`src/rtl/int_ctrl_pkg.sv`:
```
// int_ctrl_pkg: shared definitions for the interrupt controller.
//   INT_BASE            default base of the 16-byte register window
//   int_off_e           word offsets within the window (ACK/PEND/CFG/STAT)
//   IRQ_TC0/TC1/EXT     source bit indices
//   N_IRQ               number of sources (one per CP0 IP bit)
package int_ctrl_pkg;

    localparam logic [31:0] INT_BASE = 32'h0000_7f20;

    typedef enum logic [1:0] {
        INT_ACK  = 2'd0,
        INT_PEND = 2'd1,
        INT_CFG  = 2'd2,
        INT_STAT = 2'd3
    } int_off_e;

    localparam int unsigned IRQ_TC0 = 0;
    localparam int unsigned IRQ_TC1 = 1;
    localparam int unsigned IRQ_EXT = 2;

    localparam int unsigned N_IRQ = 6;

endpackage

```
`src/rtl/int_prio_enc.sv`:
```
// int_prio_enc: lowest-index priority encoder.
//   req   in  W   request vector
//   idx   out 3   index of lowest set bit of req, 3'b111 when none set
//   valid out 1   |req
module int_prio_enc #(
    parameter int unsigned W = 6
) (
    input  logic [W-1:0] req,
    output logic [2:0]   idx,
    output logic         valid
);

    always_comb begin
        idx   = '1;
        valid = 1'b0;
        for (int unsigned i = 0; i < W; i++) begin
            if (req[i] && !valid) begin
                idx   = 3'(i);
                valid = 1'b1;
            end
        end
    end

endmodule

```
`src/rtl/int_ctrl.sv`:
```
// int_ctrl: memory-mapped interrupt controller feeding CP0 Cause.IP.
//   clk, reset     system clock, synchronous active-high reset
//   irq_src        raw source levels (bit0 TC0, bit1 TC1, bit2 external pin)
//   m_int_addr     bus byte address; window is BASE_ADDR..BASE_ADDR+15
//   m_int_byteen   write byte enables, non-zero means a write
//   m_int_wdata    write data
//   m_int_rdata    combinational read data (0 outside the window)
//   hw_int         registered pending & mask, to CP0
//   int_any        registered |hw_int
// Registers: +0 ACK (write clears external pending), +4 PENDING (W1C for
// edge sources), +8 CONFIG (mask[5:0], edge_mode[13:8]), +C STATUS.
module int_ctrl
    import int_ctrl_pkg::*;
#(
    parameter logic [31:0] BASE_ADDR = INT_BASE,
    parameter int unsigned N_SRC     = N_IRQ
) (
    input  logic             clk,
    input  logic             reset,
    input  logic [N_SRC-1:0] irq_src,
    input  logic [31:0]      m_int_addr,
    input  logic [3:0]       m_int_byteen,
    input  logic [31:0]      m_int_wdata,
    output logic [31:0]      m_int_rdata,
    output logic [N_SRC-1:0] hw_int,
    output logic             int_any
);

    logic [N_SRC-1:0] pending;
    logic [N_SRC-1:0] src_q;
    logic [N_SRC-1:0] mask;
    logic [N_SRC-1:0] edge_mode;
    logic [N_SRC-1:0] clr;
    logic [N_SRC-1:0] rise;
    logic [N_SRC-1:0] pending_next;
    logic [31:0]      addr_w;
    logic             sel;
    logic             wr;
    int_off_e         off;
    logic [2:0]       stat_idx;
    logic             stat_valid;
    logic             unused_wdata;

    assign addr_w = m_int_addr & ~32'h3;
    assign sel    = (addr_w >= BASE_ADDR) && (addr_w <= BASE_ADDR + 32'd12);
    assign wr     = sel && (m_int_byteen != '0);
    assign off    = int_off_e'(m_int_addr[3:2]);

    assign unused_wdata = ^{m_int_wdata[31:14], m_int_wdata[7:N_SRC]};

    always_comb begin
        clr = '0;
        if (wr && off == INT_ACK)
            clr[IRQ_EXT] = 1'b1;
        if (wr && off == INT_PEND && m_int_byteen[0])
            clr = clr | m_int_wdata[N_SRC-1:0];
    end

    // src_q resets to 0, so the reset posedge itself never records an edge;
    // a source still high at the first post-reset posedge counts as a rising
    // edge there, and hw_int follows one cycle later.
    assign rise = irq_src & ~src_q;

    // Edge sources: set beats clear in the same cycle. Level sources simply
    // follow the input, so W1C/ACK have no lasting effect on them.
    assign pending_next = (edge_mode & (rise | (pending & ~clr)))
                        | (~edge_mode & irq_src);

    always_ff @(posedge clk) begin
        if (reset) begin
            pending   <= '0;
            src_q     <= '0;
            mask      <= '1;
            edge_mode <= '1;
            hw_int    <= '0;
            int_any   <= 1'b0;
        end else begin
            src_q   <= irq_src;
            pending <= pending_next;
            hw_int  <= pending & mask;
            int_any <= |(pending & mask);
            if (wr && off == INT_CFG) begin
                if (m_int_byteen[0])
                    mask <= m_int_wdata[N_SRC-1:0];
                if (m_int_byteen[1])
                    edge_mode <= m_int_wdata[8 +: N_SRC];
            end
        end
    end

    int_prio_enc #(
        .W (N_SRC)
    ) u_prio (
        .req   (hw_int),
        .idx   (stat_idx),
        .valid (stat_valid)
    );

    always_comb begin
        m_int_rdata = '0;
        if (sel) begin
            unique case (off)
                INT_ACK:  m_int_rdata = '0;
                INT_PEND: m_int_rdata[N_SRC-1:0] = pending;
                INT_CFG: begin
                    m_int_rdata[N_SRC-1:0] = mask;
                    m_int_rdata[8 +: N_SRC] = edge_mode;
                end
                INT_STAT: begin
                    m_int_rdata[31]  = stat_valid;
                    m_int_rdata[2:0] = stat_idx;
                end
                default: m_int_rdata = '0;
            endcase
        end
    end

endmodule

```
`config.mk`:
```
export PLATFORM = sky130hd
export DESIGN_NAME = int_ctrl
export DESIGN_NICKNAME = d
export VERILOG_FILES = /design/src/rtl/int_ctrl_pkg.sv /design/src/rtl/int_prio_enc.sv /design/src/rtl/int_ctrl.sv
export SDC_FILE = /design/constraint.sdc
export NUM_CORES = 1
export LEC_CHECK = 0
export ABC_AREA = 1
export CAP_MARGIN = 20
export CORE_MARGIN = 2
export CORE_UTILIZATION = 33
export DETAILED_ROUTE_END_ITERATION = 12
export PLACE_DENSITY = 0.77
export SYNTH_ARGS = -nofsm -noshare
export SYNTH_HDL_FRONTEND = slang
export SYNTH_SLANG_ARGS = --single-unit
```
`constraint.sdc`:
```
create_clock -name clk -period 1.5 [get_ports clk]
set_input_delay 0.3 -clock clk [delete_from_list [all_inputs] [get_ports clk]]
set_output_delay 0.3 -clock clk [all_outputs]
set_load 0.1 [all_outputs]
```
# Word level (Yosys, flattened, before mapping)
# Index checks and enable logic that the tools add are counted.
[word_totals]
register_bits = 31
out_inout_bits = 39
word_cells = 62
in_bits = 76
[op_classes]
eq_ne = 3
order_cmp = 2
bitwise_logic = 11
n_reduce_logical = 21
muxes = 19
[ops]
columns = ["operator", "n"]
rows = [
  ["32-bit by 15-bit >= comparator with 1-bit output, second input constant", 1],
  ["32-bit by 15-bit less-or-equal comparator with 1-bit output, second input constant", 1],
  ["32-bit 2-to-1 mux", 1],
  ["6-bit bitwise AND", 5],
  ["3-bit 2-to-1 mux", 6],
  ["6-bit inverter", 3],
  ["6-bit 2-to-1 mux", 2],
  ["6-bit OR", 2],
  ["3-bit one-hot mux with 4 select lines", 1],
  ["1-bit logical AND", 11],
  ["1-bit 2-to-1 mux", 8],
  ["3-bit by 6-bit OR with 6-bit output", 1],
  ["3-bit one-hot mux with 2 select lines", 1],
  ["6-bit OR reduction", 1],
  ["1-bit zero test", 5],
  ["2-bit == test, second input constant", 2],
  ["2-bit AND reduction", 2],
  ["4-bit nonzero test", 1],
  ["2-bit by 1-bit == test with 1-bit output, second input constant", 1],
  ["2-bit zero test", 1],
]

# Logic depth before layout (Yosys ltp)
[depth]
ltp_word = 18
ltp_mapped = 10
ltp_nobuf = 10

# Cells and area by module
# Synthesis repeated with hierarchy kept, for this count alone.
[unflattened]
cells_unflattened = 274
hier_area_um2 = 1835.5
[modules_own_cells]
columns = ["module", "instances", "cells_per_inst", "area_each_um2", "seq_area_each_um2"]
rows = [
  ["int_ctrl", 1, 257, 1755.4, 620.6],
  ["int_prio_enc", 1, 17, 80.1, 0.0],
]

# Worst setup path after synthesis
# Ideal clock, no wire load.
[synth_path]
path_type = "register to output"
start = "reg hw_int[1]"
end = "out m_int_rdata[1]"
path_buffers = 0
t_required_ns = 1.200
setup_slack_ns = -1.764
path_stages_with_launch = 6
arrival_time_ns = 2.964
path_cell_list = "dfxtp_1 or2_2 nor3_2 nand2_1 nand3_1 a31oi_1"
[synth_via]
elab_chain_len = 16
elab_cells_between_ends = 20
cone_classes = "mux (11); reduce/logical (9)"
[synth_lines]
columns = ["item", "line", "source"]
rows = [
  ["start, declared", "int_ctrl.sv:25", "output logic [N_SRC-1:0] hw_int,"],
  ["start signal, assigned", "int_ctrl.sv:80", "hw_int <= pending & mask;"],
  ["1-bit logical AND (*)", "int_prio_enc.sv:17", "if (req[i] && !valid) begin"],
  ["1-bit 2-to-1 mux", "int_prio_enc.sv:17", ""],
  ["1-bit zero test", "int_prio_enc.sv:17", ""],
  ["1-bit logical AND", "int_prio_enc.sv:17", ""],
  ["1-bit 2-to-1 mux", "int_prio_enc.sv:17", ""],
  ["1-bit zero test", "int_prio_enc.sv:17", ""],
  ["1-bit logical AND", "int_prio_enc.sv:17", ""],
  ["1-bit 2-to-1 mux", "int_prio_enc.sv:17", ""],
  ["1-bit zero test", "int_prio_enc.sv:17", ""],
  ["1-bit logical AND", "int_prio_enc.sv:17", ""],
  ["1-bit 2-to-1 mux", "int_prio_enc.sv:17", ""],
  ["1-bit zero test", "int_prio_enc.sv:17", ""],
  ["1-bit logical AND", "int_prio_enc.sv:17", ""],
  ["3-bit 2-to-1 mux (*)", "int_prio_enc.sv:17", ""],
  ["3-bit one-hot mux with 4 select lines (*)", "int_ctrl.sv:102", "unique case (off)"],
  ["32-bit 2-to-1 mux (*)", "int_ctrl.sv:101", "if (sel) begin"],
  ["end, declared", "int_ctrl.sv:24", "output logic [31:0] m_int_rdata,"],
]
# Every way passes the cells marked *; elsewhere a longest branch is shown, timed or not.

# Worst setup path after layout
[layout_path]
start = "in m_int_addr[7]"
end = "out m_int_rdata[1]"
[layout_via]
elab_chain_len = 3
elab_cells_between_ends = 4
cone_classes = "order compare (2); mux (1); reduce/logical (1)"
[layout_lines]
columns = ["item", "line", "source"]
rows = [
  ["start, declared", "int_ctrl.sv:21", "input logic [31:0] m_int_addr,"],
  ["32-bit by 15-bit >= comparator with 1-bit output / 32-bit by 15-bit less-or-equal comparator with 1-bit output (equally long branches)", "int_ctrl.sv:45", "assign sel = (addr_w >= BASE_ADDR) && (addr_w <= BASE_ADDR + 32'd12);"],
  ["1-bit logical AND (*)", "int_ctrl.sv:45", ""],
  ["32-bit 2-to-1 mux (*)", "int_ctrl.sv:101", ""],
]
# Marked as above.

==> impl_metrics.env <==
export IMPL_slowest_stage="or2_4"
export IMPL_cts_hold_buf=0
export IMPL_via_per_inst=4.42
export IMPL_routed_wl_microns=5170
export IMPL_finalSetupViolCount=13
export IMPL_place_area_sq_um=3190
export IMPL_yosys_area_top_type="dfxtp_1"
export IMPL_routedWlPerCell_microns=11.5
export IMPL_synthTopCellsByArea="dfxtp_1 34%, nand2_1 19%, buf_4 8.2%"
export IMPL_io_buffers=73
export IMPL_hold_viol_final=0
export IMPL_regArea_sq_um=641
export IMPL_cts_made_buffers=5
export IMPL_dr_pass1_iters=4
export IMPL_globalplace_congestion=0.788
export IMPL_hold_ws_ns=0.468
export IMPL_drc_errors=0
export IMPL_synth_cell_types=24
export IMPL_power_per_cell_area_nw_per_um2=674
export IMPL_path_class="input pin to output pin"
export IMPL_final_common_cell="nand2_1"
export IMPL_timing_final_ws_setup_ns=-0.377
export IMPL_layout_common_cells="82 x nand2_1, 25 x dfxtp_1, 23 x nand3_1, 23 x clkdlybuf4s50_1"
export IMPL_layout_nets=457
export IMPL_diodes=0
export IMPL_min_period_over_period=1.25
export IMPL_outcome="finished with violations"
export IMPL_violations="setup timing"
export IMPL_vias=1987
export IMPL_yosysSeqAreaShare=0.339
export IMPL_min_delay_path_class="flip-flop to flip-flop"
export IMPL_crit_chain="buf_6, inv_4, nand2_4, nor2_4, nand2_2, nor2_4, nand2_8, or2_4, a31oi_4, buf_12"
export IMPL_start_util=0.337
export IMPL_pre_cts_ws_ns=-0.828
export IMPL_crit_buf_inv=3
export IMPL_final_util=0.623
export IMPL_grt_max_degree=14
export IMPL_avgSynthCellArea_sq_um=6.57
export IMPL_fmax_mhz=533
export IMPL_critPathArrivalTime_ns=1.58
export IMPL_ios=115
export IMPL_die_w_microns=78.5
export IMPL_syn2layout_area_growth_pct=84.9
export IMPL_cp_max_fo=3
export IMPL_required_ns=1.20
export IMPL_irDropWorstVdd_mv=0.432
export IMPL_synthCells=279
export IMPL_critPathLaunchType="input pin"
export IMPL_ys_ff_latch=31
export IMPL_multiInputGateArea_sq_um=1340
export IMPL_grt_use_total=0.178
export IMPL_final_antenna_net_count=0
export IMPL_ys_warn_count=0
export IMPL_grt_setup_unrepaired="true"
export IMPL_fillers=468
export IMPL_period_minus_slack_ns=1.88
export IMPL_worstSkewPairLatency_ns=0.28
export IMPL_fin_area_sq_um=3390
export IMPL_critPathMaxStageDelay_ns=0.27
export IMPL_drive_gt1_frac=0.407
export IMPL_grt_pass1_wl_microns=8920
export IMPL_crit_top_cell="nor2_4"
export IMPL_p_leak_nw=1.55
export IMPL_antenna_found_initial=0
export IMPL_yosys_area_top_type_share=0.339
export IMPL_cpLargestDelayFamily="simple AND/OR/NAND/NOR gates"
export IMPL_grt_pass1_vias=2029
export IMPL_grt_overflow_total=0
export IMPL_clkTransAtPathRegs_ns=0.06
export IMPL_skew_ns=0.00490
export IMPL_coreArea_sq_um=5440
export IMPL_syn_area_sq_um=1830
export IMPL_h_tree_depth=2
export IMPL_cts_root_buffer="clkbuf_8"
export IMPL_cts_sinks=31
export IMPL_die_h_microns=78.5
export IMPL_report_final_slew_viol_count=0
export IMPL_dieArea_sq_um=6160
export IMPL_cts_tree="built"
export IMPL_drtIter0Drc=92
export IMPL_drv_cap=0
export IMPL_setup_tns_ns=-3.17
export IMPL_rows=27
export IMPL_place_hpwl_microns=4130
export IMPL_clockBufferDepth=2
export IMPL_endpoint_kind="output pin"
## power breakdown
part	internal (mW)	switching [mW]
Clock	0.315	0.285
Sequential	0.861	0.0326
Combinational	0.275	0.514
## registers in the layout (all words and copies together) (netlist names)
name and flops:
edge_mode 6, hw_int 6, mask 6, pending 6
src_q 6, int_any 1
## per-layer routing
metal,part of all wire,GRT usage,up-vias
met5,0,0,-
li1,-,-,1027
met3,0.047,0.0368,10
met4,0.014,0.0456,0
met1,0.38,0.200,900
met2,0.55,0.337,50
## path summary, 6_finish.rpt
path	slack (ns)	cells after the start	from	end
setup / recovery	-0.38	10	m_int_addr[7]	m_int_rdata[1]
hold / removal	0.47	3	src_q[5]	pending[5]
setup reg to reg	0.73	4	pending[2]	int_any
hold reg to reg	0.47	3	src_q[5]	pending[5]
## logic make-up after synthesis
group,after synthesis,share of synthesized area
compound gates,9,0.0273
fa+ha+maj,4,0.0273
buf+inv,52,0.150
flops,31,0.339
other cells,1,0.00205
simple gates,182,0.454
## cells in the mapped netlist (all sizes together)
cell and instances:
clkinv 1, a21oi 4, o21ai 1, or2 2, ha 4, buf 20, nand4 8, nand2 98
conb 1, clkbuf 4, nand3 26, inv 27, dfxtp 31, nor3 2, nor2 46, a31oi 4
## final cells by class
class / instances / area share
sequential: 31 / 0.189
inverter: 28 / 0.0384
multi-input combinational: 214 / 0.397
tap: 72 / 0.0266
timing repair buffer: 97 / 0.325
clock inverter: 2 / 0.00222
clock buffer: 6 / 0.0214
## worst register-to-register path, delay by kind of cell, from the launching register on
kind,cells,cell delay [ns]
AND/OR/NAND/NOR,3,0.25
AO/OA/AOI/OAI,1,0.07
flip-flops,1,0.33
## timing repair
item	CTS	global route
endpoints found under the setup margin	31	25
pin swaps	34	15
buffers inserted	3	1
gates resized for setup	137	26
## stage by stage
stage               power, mW  instances
global route             2.38        450
floorplan                1.42        297
detailed placement       1.67        440
finish                   2.28        450
CTS                      2.27        451
global placement         1.66        440
Power figures use the tool's default switching activity.
